**src/rtl/vpu_sprite_pkg.sv**
```systemverilog
// Shared definitions for the sprite line scanner: default sizes, the empty
// table entry, the scanner state encoding and index-width helpers.
package vpu_sprite_pkg;

  localparam int ENTRY_W_DEF      = 18;
  localparam int NUM_SPRITES_DEF  = 32;
  localparam int MAX_PER_LINE_DEF = 4;
  localparam int ADDR_W_DEF       = $clog2(NUM_SPRITES_DEF);
  localparam int CNT_W_DEF        = $clog2(MAX_PER_LINE_DEF + 1);

  localparam logic [ENTRY_W_DEF-1:0] NULL_ENTRY = '0;

  typedef enum logic [1:0] {
    ST_IDLE,
    ST_SCAN,
    ST_DRAIN
  } scan_state_e;

  // Index width that stays at least one bit wide for single-entry arrays.
  function automatic int idx_w(input int n);
    return (n > 1) ? $clog2(n) : 1;
  endfunction

endpackage

```
**src/rtl/sprite_slot_bank.sv**
```systemverilog
// Working slot registers (indexed write, bulk clear) and the output copy that
// the compositor reads; commit copies the working slots including any same-cycle write.
module sprite_slot_bank #(
  parameter int ENTRY_W = 18,
  parameter int SLOTS   = 4,
  parameter int IW      = 2
) (
  input  logic                       clk,
  input  logic                       reset_n,
  input  logic                       clr_i,
  input  logic                       wr_en_i,
  input  logic [IW-1:0]              wr_idx_i,
  input  logic [ENTRY_W-1:0]         wr_dat_i,
  input  logic                       commit_i,
  output logic [SLOTS*ENTRY_W-1:0]   slots_o
);

  logic [ENTRY_W-1:0]       wk_q [SLOTS];
  logic [ENTRY_W-1:0]       wk_d [SLOTS];
  logic [SLOTS*ENTRY_W-1:0] flat_d;
  logic [SLOTS*ENTRY_W-1:0] out_q;

  always_comb begin
    flat_d = '0;
    for (int k = 0; k < SLOTS; k++) begin
      wk_d[k] = wk_q[k];
      if (clr_i) begin
        wk_d[k] = '0;
      end else if (wr_en_i && (wr_idx_i == IW'(k))) begin
        wk_d[k] = wr_dat_i;
      end
      flat_d[k*ENTRY_W +: ENTRY_W] = wk_d[k];
    end
  end

  always_ff @(posedge clk or negedge reset_n) begin
    if (!reset_n) begin
      for (int k = 0; k < SLOTS; k++) begin
        wk_q[k] <= '0;
      end
      out_q <= '0;
    end else begin
      for (int k = 0; k < SLOTS; k++) begin
        wk_q[k] <= wk_d[k];
      end
      if (commit_i) begin
        out_q <= flat_d;
      end
    end
  end

  assign slots_o = out_q;

endmodule

```
**src/rtl/sprite_line_scanner.sv**
```systemverilog
// Per-scanline sprite picker: walks the hit table top-down through a 1-cycle read
// port, keeps the first MAX_PER_LINE hits, flags overflow; done NUM_SPRITES+1 edges after start.
module sprite_line_scanner
  import vpu_sprite_pkg::*;
#(
  parameter int NUM_SPRITES  = NUM_SPRITES_DEF,
  parameter int MAX_PER_LINE = MAX_PER_LINE_DEF,
  parameter int ENTRY_W      = ENTRY_W_DEF,
  parameter int OVF_CHECK    = 1,
  localparam int AW = $clog2(NUM_SPRITES),
  localparam int CW = $clog2(MAX_PER_LINE + 1),
  localparam int IW = idx_w(MAX_PER_LINE)
) (
  input  logic                            clk,
  input  logic                            reset_n,
  input  logic                            start,
  output logic                            rd_en,
  output logic [AW-1:0]                   rd_addr,
  input  logic [ENTRY_W-1:0]              rd_data,
  output logic [MAX_PER_LINE*ENTRY_W-1:0] slots_out,
  output logic [CW-1:0]                   count_out,
  output logic                            overflow_out,
  output logic                            busy,
  output logic                            done
);

  scan_state_e   state_q;
  logic [AW-1:0] addr_q;
  logic          rd_en_q;
  logic          pend_q;
  logic [CW-1:0] cnt_q;
  logic [CW-1:0] cnt_d;
  logic          ovf_q;
  logic          ovf_d;
  logic          busy_q;
  logic          done_q;
  logic [CW-1:0] count_out_q;
  logic          ovf_out_q;

  logic          hit;
  logic          wr_en;
  logic          term;
  logic [IW-1:0] wr_idx;
  logic          clr;
  logic          commit;

  // pend_q marks that rd_data carries the entry requested in the previous cycle.
  always_comb begin
    hit   = pend_q && (rd_data != ENTRY_W'(NULL_ENTRY));
    wr_en = 1'b0;
    term  = 1'b0;
    cnt_d = cnt_q;
    ovf_d = ovf_q;
    if (hit) begin
      if (cnt_q < CW'(MAX_PER_LINE)) begin
        wr_en = 1'b1;
        cnt_d = cnt_q + 1'b1;
        if ((OVF_CHECK == 0) && (cnt_d == CW'(MAX_PER_LINE))) begin
          term = 1'b1;
        end
      end else begin
        ovf_d = 1'b1;
        term  = 1'b1;
      end
    end
  end

  assign wr_idx = IW'(MAX_PER_LINE - 1) - IW'(cnt_q);
  assign clr    = (state_q == ST_IDLE) && start;
  assign commit = ((state_q == ST_SCAN) && term) || (state_q == ST_DRAIN);

  always_ff @(posedge clk or negedge reset_n) begin
    if (!reset_n) begin
      state_q     <= ST_IDLE;
      addr_q      <= '0;
      rd_en_q     <= 1'b0;
      pend_q      <= 1'b0;
      cnt_q       <= '0;
      ovf_q       <= 1'b0;
      busy_q      <= 1'b0;
      done_q      <= 1'b0;
      count_out_q <= '0;
      ovf_out_q   <= 1'b0;
    end else begin
      done_q <= 1'b0;
      pend_q <= rd_en_q;
      case (state_q)
        ST_IDLE: begin
          if (start) begin
            state_q <= ST_SCAN;
            addr_q  <= AW'(NUM_SPRITES - 1);
            rd_en_q <= 1'b1;
            cnt_q   <= '0;
            ovf_q   <= 1'b0;
            busy_q  <= 1'b1;
          end
        end
        ST_SCAN: begin
          cnt_q <= cnt_d;
          ovf_q <= ovf_d;
          if (term) begin
            // The read issued this cycle is dropped by clearing pend_q.
            state_q     <= ST_IDLE;
            rd_en_q     <= 1'b0;
            pend_q      <= 1'b0;
            busy_q      <= 1'b0;
            done_q      <= 1'b1;
            count_out_q <= cnt_d;
            ovf_out_q   <= ovf_d;
          end else if (addr_q == '0) begin
            state_q <= ST_DRAIN;
            rd_en_q <= 1'b0;
          end else begin
            addr_q <= addr_q - 1'b1;
          end
        end
        ST_DRAIN: begin
          cnt_q       <= cnt_d;
          ovf_q       <= ovf_d;
          state_q     <= ST_IDLE;
          pend_q      <= 1'b0;
          busy_q      <= 1'b0;
          done_q      <= 1'b1;
          count_out_q <= cnt_d;
          ovf_out_q   <= ovf_d;
        end
        default: begin
          state_q <= ST_IDLE;
          rd_en_q <= 1'b0;
          busy_q  <= 1'b0;
        end
      endcase
    end
  end

  sprite_slot_bank #(
    .ENTRY_W (ENTRY_W),
    .SLOTS   (MAX_PER_LINE),
    .IW      (IW)
  ) u_bank (
    .clk      (clk),
    .reset_n  (reset_n),
    .clr_i    (clr),
    .wr_en_i  (wr_en),
    .wr_idx_i (wr_idx),
    .wr_dat_i (rd_data),
    .commit_i (commit),
    .slots_o  (slots_out)
  );

  assign rd_en        = rd_en_q;
  assign rd_addr      = addr_q;
  assign count_out    = count_out_q;
  assign overflow_out = ovf_out_q;
  assign busy         = busy_q;
  assign done         = done_q;

endmodule

```
**config.mk**
```make
export PLATFORM = sky130hd
export DESIGN_NAME = sprite_line_scanner
export DESIGN_NICKNAME = d
export VERILOG_FILES = /design/src/rtl/vpu_sprite_pkg.sv /design/src/rtl/sprite_slot_bank.sv /design/src/rtl/sprite_line_scanner.sv
export SDC_FILE = /design/constraint.sdc
export NUM_CORES = 1
export LEC_CHECK = 0
export ABC_AREA = 1
export CAP_MARGIN = 20
export CORE_ASPECT_RATIO = 0.75
export CORE_UTILIZATION = 41
export DETAILED_ROUTE_END_ITERATION = 12
export PLACE_DENSITY = 0.74
export SLEW_MARGIN = 20
export SYNTH_ARGS = -nofsm -noshare
export SYNTH_HDL_FRONTEND = slang
export SYNTH_SLANG_ARGS = --single-unit
export TNS_END_PERCENT = 100
```
**constraint.sdc**
```tcl
create_clock -name clk -period 1.7 [get_ports clk]
set_input_delay 0.255 -clock clk [delete_from_list [all_inputs] [get_ports clk]]
set_output_delay 0.255 -clock clk [all_outputs]
set_load 0.05 [all_outputs]
```
==> results of run 1 <==
final cells by class:
type                       count  area (um^2)
clock buffer                  19        452.9
multi-input combinational    537         2655
fill                        1612         8113
inverter                     113        441.7
sequential                   163         4079
clock inverter                13        171.4
tap                          242        302.8
timing repair buffer         153         1441
repair_timing:
action | 4_1_cts | 5_1_grt
hold endpoints to repair | 40 | 0
setup endpoints to repair | 0 | 10
resized for setup | 0 | 9
hold buffers | 1 | 0
setup buffers | 0 | 1
power groups by stage:
stage	sequential [mW]	combinational, mW	clock [mW]
2_1_floorplan	8.03	3.29	0
3_3_place_gp	5.78	7.92	0
3_5_place_dp	5.81	8.08	0
4_1_cts	5.74	8.13	4.14
5_1_grt	5.87	8.86	4.33
6_report	5.75	8.16	4.09
registers in the layout, summed over array words and instances, names as in the netlist:
name and cells:
u_bank.slots_o 72, u_bank.wk_q 72, rd_addr 5, cnt_q 3, count_out 3, state_q 2, busy 1, done 1
overflow_out 1, ovf_q 1, pend_q 1, rd_en 1
stage by stage:
step                      hold slack, ps  total power, mW
after CTS                          350.0            18.01
after detailed placement           231.0            13.88
final                              343.0            17.99
after global routing               367.5            19.07
after global placement             225.6            13.70
after floorplan                   -40.59            11.32
worst paths after layout:
check | from | endpoint | slack, ps
max reg2reg | state_q[1]$_DFFE_PN0P_ | u_bank.slots_o[69]$_DFFE_PN0P_ | 100
min in group clk | rd_data[7] | u_bank.wk_q[43]$_DFF_PN0_ | 480
min | reset_n | u_bank.wk_q[15]$_DFF_PN0_ | 340
max in group asynchronous | reset_n | u_bank.slots_o[20]$_DFFE_PN0P_ | 800
min reg2reg | u_bank.slots_o[41]$_DFFE_PN0P_ | u_bank.slots_o[41]$_DFFE_PN0P_ | 480
max | rd_data[2] | u_bank.slots_o[16]$_DFFE_PN0P_ | 40
cell families after synthesis:
logic type | count (synthesis) | synth area share
and+or+nand+nor | 505 | 0.3231
DFF | 163 | 0.5494
buffers and inverters | 153 | 0.09555
AOI/OAI and AO/OA | 22 | 0.01567
adders and majority gates | 9 | 0.01517
xor gates and xnor gates | 1 | 0.001180
synthesized netlist by cell type:
cell	count
nor2_1	12
nand4_4	4
dfrtp_1	163
a21boi_0	1
ha_1	9
inv_4	4
nand3_1	7
nand2_2	8
nand4_2	1
buf_1	7
nor2_2	3
buf_6	14
buf_2	9
o21ai_0	19
o21ai_2	1
inv_2	7
xor2_1	1
nand3_4	1
clkbuf_1	9
a21oi_1	1
nand3b_1	1
nand2_4	1
inv_1	101
nand4_1	73
nand2_1	322
buf_4	1
and3_1	72
inv_6	1
routing by layer:
metal,vias up,global-route usage,wire length [um]
met2,194,0.3368,8769
met3,24,0.05097,1312
met4,0,0.06917,317
met1,2904,0.3113,8921
li1,2990,-,-
met5,-,0,0
==> qor.txt, run 1 <==
Core Area - 17,660 um^2
Area Growth Syn to Fin - 28.55%
CP Data Arrival Time - 1970 ps
Setup WS post-layout - 38.95 ps
Placed Area - 8855 um^2
sequential share of power - 0.319
final-report hold violation count - 0
P_int - 10.23 mW
layout cells sized above 1 - 0.2024
Detail Route Antenna Nets - 0
Worst Setup End Kind - register
Unique masters post-synth - 28
CP Depth - 11
Routability Congestion - 0.7901
antenna violations before repair - 0
fin. max-slew vios - 0
clk buf depth - 2
first-pass GRT wire length - 31.35 mm
fin area - 9544 um^2
Die Wd - 157.4 um
Yosys top cell by area - dfrtp_1
slowest stage delay, CP - 470 ps
WL/cell - 15.58 um
post-layout util - 0.5405
count of state elements after synthesis - 163
Static Leakage - 5.444 nW
Slew HR - 0.6768
Synth top area share - 0.5494
Worst Path Max Fanout - 18
vias per std cell - 4.929
vias in the first global route - 5,956
RSZ-0062 raised after global routing - true
Max-Cap Viols - 0
Inst Count DP - 1,205
CP most frequent cell - nand2_1
Worst Clk Skew - 8.705 ps
switch share - 0.4313
I/O Buffers - 104
maximum vdd drop - 746.7 uV
clock network power share - 0.227
Yosys Warn Count - 0
leading cell types in the layout, fill and taps excluded - 320 x nand2_1, 163 x dfrtp_1, 113 x buf_4
Slowest-stage cell, CP - clkdlybuf4s50_1
synth top area cells - dfrtp_1 55%, nand2_1 16%, nand4_1 6.2%, and3_1 6.1%, inv_1 5.1%
Pwr Density - 1885 nW/um^2
crit path cell chain - clkdlybuf4s50_1, inv_2, nand2_1, nor2_2, nand3_4, buf_4, nand4_4, inv_4, nand2_1, nand4_1, nand2_1
CP Buf/Inv Count - 4
CTS tree - yes
Post-Syn Area - 7425 um^2
drt pass-1 iters - 5
Clock transition at path regs - 70 ps
Overflow after GRT - 0
Via Count - 6,112
drt initial violations - 516
TritonCTS buffer count - 17
NetSw - 7.761 mW
H-tree depth - 4
most common cell after layout, fill and taps aside - nand2_1
Root Buffer - clkbuf_16
Reg2Reg Depth - 7
post-synthesis sequential area ratio - 0.5494
nets - 1,015
Tightest Pin Transition - 484.8 ps
TritonCTS sink count - 163
crit start category - primary input
fin crit share - 0.9771
die area - 18,660 um^2
final setup fails - 0
Cell Count, Final, Fillers Out - 1,240
row cnt - 42
Setup CP Type - in -> reg
all-layer global routing usage - 0.2210
I/O pin total - 105
Clk Latency, worst-skew pair - 430 ps
initial core utilization - 0.4205
synthesized instance count - 853
post-place setup slack - -368.5 ps
syn avg cell area - 8.704 um^2
WP data required - 2010 ps
total wire length - 19.32 mm
Post-DP HPWL - 13.32 mm
top cell family by delay on the critical path - buffers and inverters
drt drc - 0
ANT cells - 0
Tmin final - 1661 ps
pin count of the biggest net entering global routing - 53
worst hold path class - in -> async
DIE HEIGHT - 118.5 um
syn nets - 883
setup TNS - 0 ps
outcome - finished clean
Gate power share - 0.453
fmax - 602.0 MHz
No activity file was read; power rests on OpenSTA's default activity.
==> inputs of run 2 (changes only) <==
--- a/config.mk
+++ b/config.mk
@@ -5,12 +5,11 @@
 export SDC_FILE = /design/constraint.sdc
 export NUM_CORES = 1
 export LEC_CHECK = 0
-export ABC_AREA = 1
 export CAP_MARGIN = 20
 export CORE_ASPECT_RATIO = 0.75
 export CORE_UTILIZATION = 41
 export DETAILED_ROUTE_END_ITERATION = 12
-export PLACE_DENSITY = 0.74
+export PLACE_DENSITY = 0.75
 export SLEW_MARGIN = 20
 export SYNTH_ARGS = -nofsm -noshare
 export SYNTH_HDL_FRONTEND = slang
==> qor.txt, run 2 <==
vias per std cell - 5.805
post-synthesis sequential area ratio - 0.6236
total wire length - 23.19 mm
Yosys top cell by area - dfrtp_1
reg-to-reg endpoint - rd_addr[4]$_DFFE_PN0P_
maximum vdd drop - 1140 uV
worst hold path class - in -> async
CP Data Arrival Time - 2240 ps
fmax - 529.5 MHz
M1 WL - 9.537 mm
final setup fails - 74
R2R Path Start - rd_addr[1]$_DFFE_PN0P_
Slew HR - 0.6845
Worst Setup End Kind - register
layout cells sized above 1 - 0.5024
row cnt - 39
crit start category - register
syn nets - 645
DIE HEIGHT - 111.4 um
Core Area - 15,420 um^2
violated checks - negative setup slack
TritonCTS sink count - 163
Inst Count DP - 975
Die Wd - 147.9 um
Setup CP Type - reg -> reg
Pwr Density - 1437 nW/um^2
Clock transition at path regs - 60 ps
FILL cells - 1,098
leading cell types in the layout, fill and taps excluded - 165 x buf_4, 158 x dfrtp_1, 80 x nor2_1
Clk Latency, worst-skew pair - 440 ps
drt initial violations - 494
pin count of the biggest net entering global routing - 51
most common cell after layout, fill and taps aside - buf_4
die area - 16,470 um^2
Routability Congestion - 0.8632
Most used DFF post-synth - dfrtp_1
I/O pin total - 105
count of state elements after synthesis - 163
Max-Cap Viols - 0
Async SR Flop Fraction - 1.000
Unique masters post-synth - 43
fin. max-slew vios - 0
outcome - finished, violations left
Tmin final - 1889 ps
fin crit share - 1.111
Design Power - 14.60 mW
WL met3 - 2.001 mm
I/O Buffers - 104
all-layer global routing usage - 0.2712
Worst Clk Skew - 8.241 ps
Worst Path Max Fanout - 7
initial core utilization - 0.4242
Detail Route Antenna Nets - 0
Root Buffer - clkbuf_16
WL/cell - 22.32 um
Tightest Pin Transition - 473.3 ps
vias in the first global route - 6,054
TritonCTS buffer count - 17
uppermost layer routed - met4
Post-Syn Area - 6541 um^2
syn avg cell area - 10.64 um^2
clk buf depth - 2
fin area - 10,160 um^2
drt drc - 0
CTS tree - yes
antenna violations before repair - 0
Post-DP HPWL - 13.42 mm
Via Count - 6,031
Cell Count, Final, Fillers Out - 1,039
Yosys Warn Count - 0
WP data required - 2050 ps
number of enable flip-flop cells after synthesis - 0
synth top area cells - dfrtp_1 62%, a22oi_1 8.5%, nand2_1 4.9%, nor2_1 4.7%, o21ai_1 3.8%
RSZ-0062 raised after global routing - true
Synth top area share - 0.6236
flop-to-flop setup slack - -190 ps
Placed Area - 8255 um^2
Static Leakage - 4.748 nW
H-tree depth - 4
Area Growth Syn to Fin - 55.36%
Met2 Wirelength - 11.18 mm
Setup WS post-layout - -188.7 ps
synthesized instance count - 615
post-layout util - 0.6590
Commonest cells post-synth - 163 x dfrtp_1, 85 x nand2_1, 82 x nor2_1
final-report hold violation count - 0
ANT cells - 0
top-count cell post-synth - dfrtp_1
nets - 851
Reg2Reg Depth - 7
drt pass-1 iters - 5
setup TNS - -7613 ps
Overflow after GRT - 0
first-pass GRT wire length - 33.42 mm
-- run 2: cell count changes after synthesis, sizes merged, moves of 5 or more --
cell    before  now
a22oi        0   74
nand4       78    2
nor2        15   82
a31oi        0    5
nor4         0    5
a21oi        1    6
clkbuf       9   15
and3        72    1
nor3         0    9
inv        113   10
buf         31   24
o21ai       20   84
nand2      331   86
and2         0    6
-- run 2: final cells by class --
type	instances	area, um^2	share of cell area
clock inverters	10	107.6	0.01059
flip-flops and latches	163	4085	0.4020
multi-input cells	403	3035	0.2987
clock buffers	22	464.2	0.04568
well taps	205	256.5	0.02524
inverters	10	37.54	0.003694
repair buffers	226	2176	0.2141
-- run 2: repair_timing --
item	in CTS	in global routing
hold buffers	1	0
endpoints found under the hold margin	43	0
cloned	9	8
setup endpoints to repair	161	156
setup buffers	11	6
pin swaps	20	16
resized for setup	137	122
-- run 2: worst max-delay path by stage --
stage | cells after the start | from | to
finish | 7 | rd_addr[1]$_DFFE_PN0P_ | rd_addr[4]$_DFFE_PN0P_
global route | 7 | rd_addr[0]$_DFFE_PN0P_ | rd_en$_DFFE_PN0P_
CTS | 7 | rd_addr[0]$_DFFE_PN0P_ | rd_en$_DFFE_PN0P_
detailed placement | 7 | rd_data[16] | count_out[1]$_DFFE_PN0P_
global placement | 7 | rd_data[16] | count_out[0]$_DFFE_PN0P_
floorplan | 7 | rd_addr[0]$_DFFE_PN0P_ | rd_addr[2]$_DFFE_PN0P_
-- run 2: metrics by stage --
step | hold WS, ps | setup WS (ps)
finish | 335.5 | -188.7
global route | 363.7 | -267.7
CTS | 349.5 | -191.4
detailed placement | 225.5 | -814.5
global placement | 215.9 | -750.6
floorplan | -40.59 | -221.7
-- run 2: metal layers --
metal	vias to the layer above	GRT usage
li1	2582	-
met1	3080	0.3586
met2	318	0.4233
met3	51	0.08115
met4	0	0.1017
met5	-	0
-- run 2: worst max-delay path: stages (launching register included) --
cell	delay, ps
dfrtp_2	420
inv_2	80
ha_4	130
or4b_4	490
o211ai_1	270
nor3_4	120
mux2i_1	130
a31oi_1	160
-- run 2: report_power, final --
part	internal [mW]	switching (mW)	total, mW
Sequential	4.69	0.511	5.20
Combinational	2.06	3.57	5.63
Clock	2.22	1.55	3.78
-- run 2: logic make-up after synthesis --
| logic type | share of synthesized area |
|---|---|
| DFF | 0.6236 |
| buffers and inverters | 0.03653 |
| AOI/OAI and AO/OA | 0.1819 |
| and+or+nand+nor | 0.1358 |
| muxes | 0.004973 |
| adders and majority gates | 0.01722 |
